### config.mk
export PLATFORM = sky130hd
export DESIGN_NAME = stack_ctrl_flat
export DESIGN_NICKNAME = d
export VERILOG_FILES = /design/src/rtl/stack_pkg.sv /design/src/rtl/stack_ctrl_if.sv /design/src/rtl/stack_regfile.sv /design/src/rtl/stack_ctrl.sv /design/src/flat_wrapper.sv
export SDC_FILE = /design/constraint.sdc
export NUM_CORES = 1
export LEC_CHECK = 0
export ABC_AREA = 1
export BUFFER_PORTS_ARGS = -buffer_cell sky130_fd_sc_hd__buf_2
export CAP_MARGIN = 20
export CORE_UTILIZATION = 30
export CTS_CLUSTER_DIAMETER = 100
export DETAILED_ROUTE_END_ITERATION = 8
export GPL_TIMING_DRIVEN = 0
export HOLD_SLACK_MARGIN = 0.05
export PLACE_DENSITY_LB_ADDON = 0.05
export SYNTH_ARGS = -nofsm -noshare
export SYNTH_HDL_FRONTEND = slang
export SYNTH_HIERARCHICAL = 1
export SYNTH_SLANG_ARGS = --single-unit
### constraint.sdc
create_clock -name clk -period 5.9 [get_ports clk]
set_input_delay 1.18 -clock clk [delete_from_list [all_inputs] [get_ports clk]]
set_output_delay 1.18 -clock clk [all_outputs]
set_load 0.005 [all_outputs]
### src/rtl/stack_pkg.sv
// Shared types and defaults for the operand stack controller and its register file.
package stack_pkg;

  localparam int STACK_WIDTH = 8;
  localparam int STACK_DEPTH = 16;

  // Winner of the push > pop > tos priority encoder.
  typedef enum logic [1:0] {
    CMD_NONE = 2'd0,
    CMD_PUSH = 2'd1,
    CMD_POP  = 2'd2,
    CMD_TOS  = 2'd3
  } stack_cmd_e;

  typedef enum logic {
    S_IDLE = 1'b0,
    S_OUT  = 1'b1
  } stack_state_e;

  // Occupancy counter width: must hold 0..depth inclusive.
  function automatic int occ_width(input int depth);
    return $clog2(depth) + 1;
  endfunction

endpackage

### src/rtl/stack_ctrl_if.sv
// Command/result bundle between the main FSM (master) and the stack controller (slave).
interface stack_ctrl_if
  import stack_pkg::*;
#(
  parameter int WIDTH = STACK_WIDTH,
  parameter int DEPTH = STACK_DEPTH
);
  localparam int CW = occ_width(DEPTH);

  logic             push;
  logic             pop;
  logic             tos;
  logic [WIDTH-1:0] din;
  logic             clr_err;
  logic [WIDTH-1:0] dout;
  logic             dvalid;
  logic [CW-1:0]    count;
  logic             empty;
  logic             full;
  logic             overflow;
  logic             underflow;

  modport master (
    output push, pop, tos, din, clr_err,
    input  dout, dvalid, count, empty, full, overflow, underflow
  );

  modport slave (
    input  push, pop, tos, din, clr_err,
    output dout, dvalid, count, empty, full, overflow, underflow
  );

endinterface

### src/rtl/stack_regfile.sv
// DEPTH x WIDTH stack storage: one synchronous write port, one combinational read port, no reset.
module stack_regfile #(
  parameter int WIDTH = 8,
  parameter int DEPTH = 16,
  parameter int AW    = $clog2(DEPTH)
) (
  input  logic             clk,
  input  logic             we,
  input  logic [AW-1:0]    waddr,
  input  logic [WIDTH-1:0] wdata,
  input  logic [AW-1:0]    raddr,
  output logic [WIDTH-1:0] rdata
);

  logic [WIDTH-1:0] mem_r [DEPTH];

  // Storage write; popped entries stay until overwritten.
  always_ff @(posedge clk) begin
    if (we) begin
      mem_r[waddr] <= wdata;
    end
  end

  assign rdata = mem_r[raddr];

endmodule

### src/rtl/stack_ctrl.sv
// Operand stack controller: pointer, status flags and output FSM around stack_regfile.
module stack_ctrl
  import stack_pkg::*;
#(
  parameter int WIDTH = STACK_WIDTH,
  parameter int DEPTH = STACK_DEPTH
) (
  input  logic         clk,
  input  logic         rst,
  stack_ctrl_if.slave  bus
);

  localparam int CW = occ_width(DEPTH);
  localparam int AW = CW - 1;

  stack_cmd_e       cmd_s;
  stack_state_e     state_r;
  logic [CW-1:0]    count_r;
  logic [WIDTH-1:0] dout_r;
  logic             ovf_r;
  logic             unf_r;
  logic             empty_s;
  logic             full_s;
  logic             wr_ok_s;
  logic             rd_ok_s;
  logic             ovf_ev_s;
  logic             unf_ev_s;
  logic [AW-1:0]    rd_idx_s;
  logic [WIDTH-1:0] rdata_s;

  assign empty_s  = (count_r == CW'(0));
  assign full_s   = (count_r == CW'(DEPTH));
  // Low bits wrap naturally, so count==DEPTH reads entry DEPTH-1.
  assign rd_idx_s = count_r[AW-1:0] - AW'(1);

  // Priority encoder: push > pop > tos.
  always_comb begin
    cmd_s = CMD_NONE;
    if (bus.push) begin
      cmd_s = CMD_PUSH;
    end else if (bus.pop) begin
      cmd_s = CMD_POP;
    end else if (bus.tos) begin
      cmd_s = CMD_TOS;
    end else begin
      cmd_s = CMD_NONE;
    end
  end

  // Split the winning command into success and error events.
  always_comb begin
    wr_ok_s  = 1'b0;
    rd_ok_s  = 1'b0;
    ovf_ev_s = 1'b0;
    unf_ev_s = 1'b0;
    case (cmd_s)
      CMD_PUSH: begin
        wr_ok_s  = !full_s;
        ovf_ev_s = full_s;
      end
      CMD_POP, CMD_TOS: begin
        rd_ok_s  = !empty_s;
        unf_ev_s = empty_s;
      end
      default: begin
        wr_ok_s = 1'b0;
      end
    endcase
  end

  stack_regfile #(
    .WIDTH (WIDTH),
    .DEPTH (DEPTH),
    .AW    (AW)
  ) u_regfile (
    .clk   (clk),
    .we    (wr_ok_s),
    .waddr (count_r[AW-1:0]),
    .wdata (bus.din),
    .raddr (rd_idx_s),
    .rdata (rdata_s)
  );

  // Output FSM, stack pointer, result register and sticky error flags.
  always_ff @(posedge clk or negedge rst) begin
    if (!rst) begin
      state_r <= S_IDLE;
      count_r <= CW'(0);
      dout_r  <= WIDTH'(0);
      ovf_r   <= 1'b0;
      unf_r   <= 1'b0;
    end else begin
      case (state_r)
        S_IDLE:  state_r <= rd_ok_s ? S_OUT : S_IDLE;
        S_OUT:   state_r <= rd_ok_s ? S_OUT : S_IDLE;
        default: state_r <= S_IDLE;
      endcase
      if (wr_ok_s) begin
        count_r <= count_r + CW'(1);
        dout_r  <= bus.din;
      end else if (rd_ok_s) begin
        dout_r <= rdata_s;
        if (cmd_s == CMD_POP) begin
          count_r <= count_r - CW'(1);
        end
      end
      // A fresh error outranks a coincident clear.
      ovf_r <= (ovf_r & !bus.clr_err) | ovf_ev_s;
      unf_r <= (unf_r & !bus.clr_err) | unf_ev_s;
    end
  end

  assign bus.dout      = dout_r;
  assign bus.dvalid    = (state_r == S_OUT);
  assign bus.count     = count_r;
  assign bus.empty     = empty_s;
  assign bus.full      = full_s;
  assign bus.overflow  = ovf_r;
  assign bus.underflow = unf_r;

endmodule

### src/flat_wrapper.sv
// flat-port wrapper written by rule: the top's interface ports become plain ports
module stack_ctrl_flat import stack_pkg::*;
#(
  parameter int WIDTH = STACK_WIDTH,
  parameter int DEPTH = STACK_DEPTH
)
  (clk, rst, bus_push, bus_pop, bus_tos, bus_din, bus_clr_err, bus_dout, bus_dvalid, bus_count, bus_empty, bus_full, bus_overflow, bus_underflow);
  stack_ctrl_if #(.WIDTH(WIDTH), .DEPTH(DEPTH)) bus_i ();
  input  logic clk;
  input  logic rst;
  input wire logic [$bits(bus_i.push)-1:0] bus_push;
  input wire logic [$bits(bus_i.pop)-1:0] bus_pop;
  input wire logic [$bits(bus_i.tos)-1:0] bus_tos;
  input wire logic [$bits(bus_i.din)-1:0] bus_din;
  input wire logic [$bits(bus_i.clr_err)-1:0] bus_clr_err;
  output wire logic [$bits(bus_i.dout)-1:0] bus_dout;
  output wire logic [$bits(bus_i.dvalid)-1:0] bus_dvalid;
  output wire logic [$bits(bus_i.count)-1:0] bus_count;
  output wire logic [$bits(bus_i.empty)-1:0] bus_empty;
  output wire logic [$bits(bus_i.full)-1:0] bus_full;
  output wire logic [$bits(bus_i.overflow)-1:0] bus_overflow;
  output wire logic [$bits(bus_i.underflow)-1:0] bus_underflow;
  assign bus_i.push = bus_push;
  assign bus_i.pop = bus_pop;
  assign bus_i.tos = bus_tos;
  assign bus_i.din = bus_din;
  assign bus_i.clr_err = bus_clr_err;
  assign bus_dout = bus_i.dout;
  assign bus_dvalid = bus_i.dvalid;
  assign bus_count = bus_i.count;
  assign bus_empty = bus_i.empty;
  assign bus_full = bus_i.full;
  assign bus_overflow = bus_i.overflow;
  assign bus_underflow = bus_i.underflow;
  stack_ctrl #(.WIDTH(WIDTH), .DEPTH(DEPTH)) u_core (.clk(clk), .rst(rst), .bus(bus_i));
endmodule
## Yosys cells after proc, flatten, opt, wreduce, memory -nomap -nowiden

Memories as Yosys holds them, arrays and structs flattened.
Cells that the tools add are included.

| word-level totals | value |
|---|---|
| bits in registers | 16 |
| RAM bits | 128 |
| bits of input ports | 14 |
| output and inout port bits | 18 |
| memories | 1 |

Memory list:

| memory | depth | bits a word | rd ports | clocked after memory_dff | write ports | RTL line | RTL |
|---|---|---|---|---|---|---|---|
| u_core.u_regfile.mem_r | 16 | 8 | 1 | 0 | 1 | stack_regfile.sv:15 | `logic [WIDTH-1:0] mem_r [DEPTH];` |

| operators by class | value |
|---|---|
| add/subtract/negate cells | 3 |
| equality and inequality tests | 4 |
| multiplexer cells | 15 |
| bitwise gates (word level) | 4 |
| reduce and logical (&&, ||, !) cells | 8 |

Operators by type and width:

| operator | count |
|---|---|
| $mux 8 | 2 |
| $mux 5 | 3 |
| $mux 1 | 7 |
| $mux 2 | 3 |
| $add 5x1->5 const B | 1 |
| $eq 5x5->1 const B | 1 |
| $logic_not 5->1 | 1 |
| $sub 5x1->5 const B | 1 |
| $eq 2x2->1 const B | 2 |
| $reduce_bool 2->1 | 2 |
| $sub 4x1->4 const B | 1 |
| $logic_not 1->1 | 3 |
| $and 1x1->1 | 2 |
| $eq 2x1->1 const B | 1 |
| $or 1x1->1 | 2 |
| $reduce_and 2->1 | 1 |
| $reduce_or 2->1 | 1 |

## Depth between registers and ports, before layout

| logic depth | value |
|---|---|
| depth in word-level cells | 8 |
| gate-level depth with buffers | 18 |
| mapped depth without buffers | 17 |

## By module

Netlist, hierarchy kept.

By module, submodules not included:

| module | instances | cells each | area an instance (um2) |
|---|---|---|---|
| stack_regfile | 1 | 543 | 5606.6 |
| stack_ctrl | 1 | 122 | 996.0 |

## Least setup slack after synthesis

No wires, ideal clock.

| path | value |
|---|---|
| kind | register -> output |
| from | register u_core.count_r[0], in the netlist u_core/bus.count[0] |
| to | output port bus_empty |
| arrival | 1.203 ns |
| required time | 4.720 ns |
| setup slack | 3.517 ns |
| stages on the path, launching flop included | 6 |
| buffers on the path | 0 |
| cells stage by stage | dfrtp_1 -> inv_1 -> ha_1 -> nand2_1 -> or2_4 -> clkinv_2 |

| between the ends | value |
|---|---|
| longest elaborated chain between the ends | 1 |

RTL lines:

| what | RTL line | RTL |
|---|---|---|
| from (decl) | stack_ctrl.sv:18 | `logic [CW-1:0] count_r;` |
| from (signal assigned) | stack_ctrl.sv:99 | `count_r <= count_r + CW'(1);` |
| from (signal assigned) | stack_ctrl.sv:104 | `count_r <= count_r - CW'(1);` |
| $logic_not 5->1 | stack_ctrl.sv:31 | `assign empty_s = (count_r == CW'(0));` |
| to (decl) | flat_wrapper.sv:19 | `output wire logic [$bits(bus_i.empty)-1:0] bus_empty;` |

Every way passes these cells.

## Worst setup path in the final report

Same ends and word-level chain as after synthesis.

==> metrics.csv <==
metric;value;unit
outcome;finished clean;
DR vias;4610;
Worst setup EP type;output port;
R2R setup slack;3010;ps
Root Driver;clkbuf_16;
chip width;150;um
Final setup viols;0;
critical path class;reg2out;
sequential area share after synthesis;64.3;%
Syn Std Cell Area;6600;um^2
mux share of post-synthesis cell area;0;%
met2 wire length;8.99;mm
min cycle time layout;3100;ps
Synth Net Count;683;
fmax;323;MHz
routed wire length on met3;703;um
Worst-Skew Late Latency;420;ps
Clock Tree Buf Depth;2;
# resized after CTS;0;
Hold Startpoint;u_core/bus.dout[5];
DR DRC count;0;
ys async rst share;11.1;%
layout net count;733;
top_reg_cell synth;edfxtp_1;
RSZ-0062 raised after global routing;false;
largest family of logic cells by synthesized area;simple AND/OR/NAND/NOR gates;
hold_buf cts;0;
Total GRT Usage;17.6;%
FF-to-FF Start;u_core/bus.count[0];
Rows;53;
CTS tree;done;
area fraction in compound gates after synthesis;2.10;%
M1 wire length;8.60;mm
Adder-Cell Fraction of Synth Area;0.758;%
hold crit path type;reg2reg;
Reg clk slew, reported paths;60;ps
drt wl/cell;18.5;um
total wire length;18.5;mm
Worst EP required;4720;ps
Max Slew Vio Count;0;
GP Congestion;0.822;
Slew Limit Headroom;37.7;%
Synth warnings;6;
sink of the worst hold path;u_core/bus.dout[5];
Chip Height;150;um
Final Hold Fails;0;
Synth area leaders;edfxtp_1 (58%), nand2_1 (11%), nand3_1 (7.7%);
Synth Register Bits;144;
Synth cell types;29;
first drt pass iteration count;5;
port buffer count;31;
DP Area;7100;um^2
core area;21300;um^2
CP arrival;1920;ps
Final HPWL DP;12.7;mm
largest net degree at the start of global routing;18;
antenna viol nets, final;0;
initial cell density of the core;31.0;%
final non-filler cell area;7650;um^2
Slew @ Worst Pin;930;ps
Remaining Overflow, GRT;0;
initial antenna violation count;0;
Clock Skew;10.6;ps
number of global-route vias before repair;4524;
area share of and/or/nand/nor cells after synthesis;22.4;%
share of cells above drive strength 1;13.9;%
reg-to-reg critical path endpoint;u_core/u_regfile/mem_r[10][5];
post-synthesis xor/xnor area fraction;0.531;%
drt via density;4.60;
Cells after DPL;971;
Leakage;3.36;nW
Clock Sinks;144;
EDFF count, synth;128;
H-tree Lvls;4;
Startpoint Class;flip-flop;
Area Overhead vs Synth;15.9;%
power density cells;549;nW/um^2
Cell Count, Final, Fillers Out;1002;
hold depth;2;
post-synthesis instance total;665;
Max Used Layer;met4;
Max-Cap Viols;0;
post-synth top area cell;edfxtp_1;
Antenna Cells;0;
Critical Path Fanout Max;8;
R2R depth;8;
TNS Setup;0;ps
peak supply drop;0.244;mV
post-CTS setup repair buffer count;0;
I/O pin cnt;32;
Hold WS;490;ps
first-pass GRT wire length;27.5;mm
Num CTS Buffers;17;
DRC violation total after the first TritonRoute iteration;281;
die footprint;22600;um^2
Avg Cell Area, Syn;9.93;um^2
Tcrit/Tclk final;52.5;%
share of the synthesized area in the top cell type;58.2;%
==> final cells by class <==
class | count | area (um^2)
Inverter | 120 | 453
Timing Repair Buffer | 31 | 155
Sequential cell | 144 | 4240
Buffer | 27 | 203
Multi-Input combinational cell | 374 | 1700
Clock inverter | 14 | 124
Tap cell | 275 | 344
Clock buffer | 17 | 425
Fill cell | 2139 | 13600
==> worst max-delay path by stage <==
stage	start	to	slack, ps	cells past startpoint
2_1_floorplan	u_core/bus.count[0]	bus_empty	3520	5
3_3_place_gp	bus_push	u_core/u_regfile/mem_r[11][4]	2770	6
3_5_place_dp	bus_push	u_core/u_regfile/mem_r[10][3]	2790	6
4_1_cts	u_core/bus.count[0]	bus_empty	2770	6
5_1_grt	u_core/bus.count[0]	bus_empty	2700	6
6_report	u_core/bus.count[0]	bus_empty	2800	6
==> placed cells by master, fill, tap and decap left out, drive strengths merged <==
cell / n
nand3b: 2
o21ai: 22
a21oi: 1
nor2: 29
clkbuf: 17
edfxtp: 128
bufinv: 2
dfrtp: 16
or2: 1
buf: 58
nand2: 207
o22ai: 1
clkinv: 13
a31oi: 1
ha: 4
xor2: 4
nand3: 102
clkinvlp: 1
inv: 118
==> metal layers <==
layer / global-route usage (%) / vias to the layer above
li1: - / 2243
met1: 23.1 / 2255
met2: 29.0 / 98
met3: 3.55 / 14
met4: 5.25 / 0
met5: 0 / -
==> cell families (layout without fill, tap and decap cells) <==
kind of cell    count (synthesis)  count (layout)
fa+ha+maj                       4               4
compound gates                 25              25
buf+inv                       147             209
simple gates                  341             341
xor+xnor                        4               4
flops                         144             144
==> state kept, by name, indices dropped and copies added, names as in the netlist <==
| name | flops |
|---|---|
| u_core/bus.overflow | 1 |
| u_core/bus.count | 5 |
| u_core/bus.dout | 8 |
| u_core/bus.dvalid | 1 |
| u_core/u_regfile/mem_r | 128 |
| u_core/bus.underflow | 1 |
==> Yosys cell counts (2+ instances only) <==
library cell / n
o21ai_1: 2
xor2_1: 4
edfxtp_1: 128
nand3b_1: 2
dfrtp_1: 16
clkinv_2: 2
o21ai_0: 19
nor2_1: 28
buf_6: 7
nand3_1: 101
nand2_1: 199
nand2_2: 6
inv_1: 113
buf_2: 14
inv_2: 4
ha_1: 4
buf_4: 4
==> through the flow <==
step                      power [W]  utilization [%]  worst slack [ps]
final                       0.00420             35.9              2800
after global routing        0.00448             35.9              2700
after CTS                   0.00424             35.9              2770
after detailed placement    0.00321             33.4              2790
after global placement      0.00321             33.4              2770
after floorplan             0.00250                -              3520
==> power breakdown <==
group          total [W]  switching (W)  leakage (nW)  internal (W)
Sequential       0.00133      0.0000755          1.35       0.00125
Combinational    0.00185        0.00128          1.74      0.000573
Clock            0.00102       0.000414         0.270      0.000610
==> critical path, stage by stage (launching register included) <==
cell      delay, ps
dfrtp_1         480
inv_1           260
ha_1            270
nand2_1          70
or2_4           240
clkinv_2         70
buf_2           110
No activity file was read; power rests on OpenSTA's default activity.
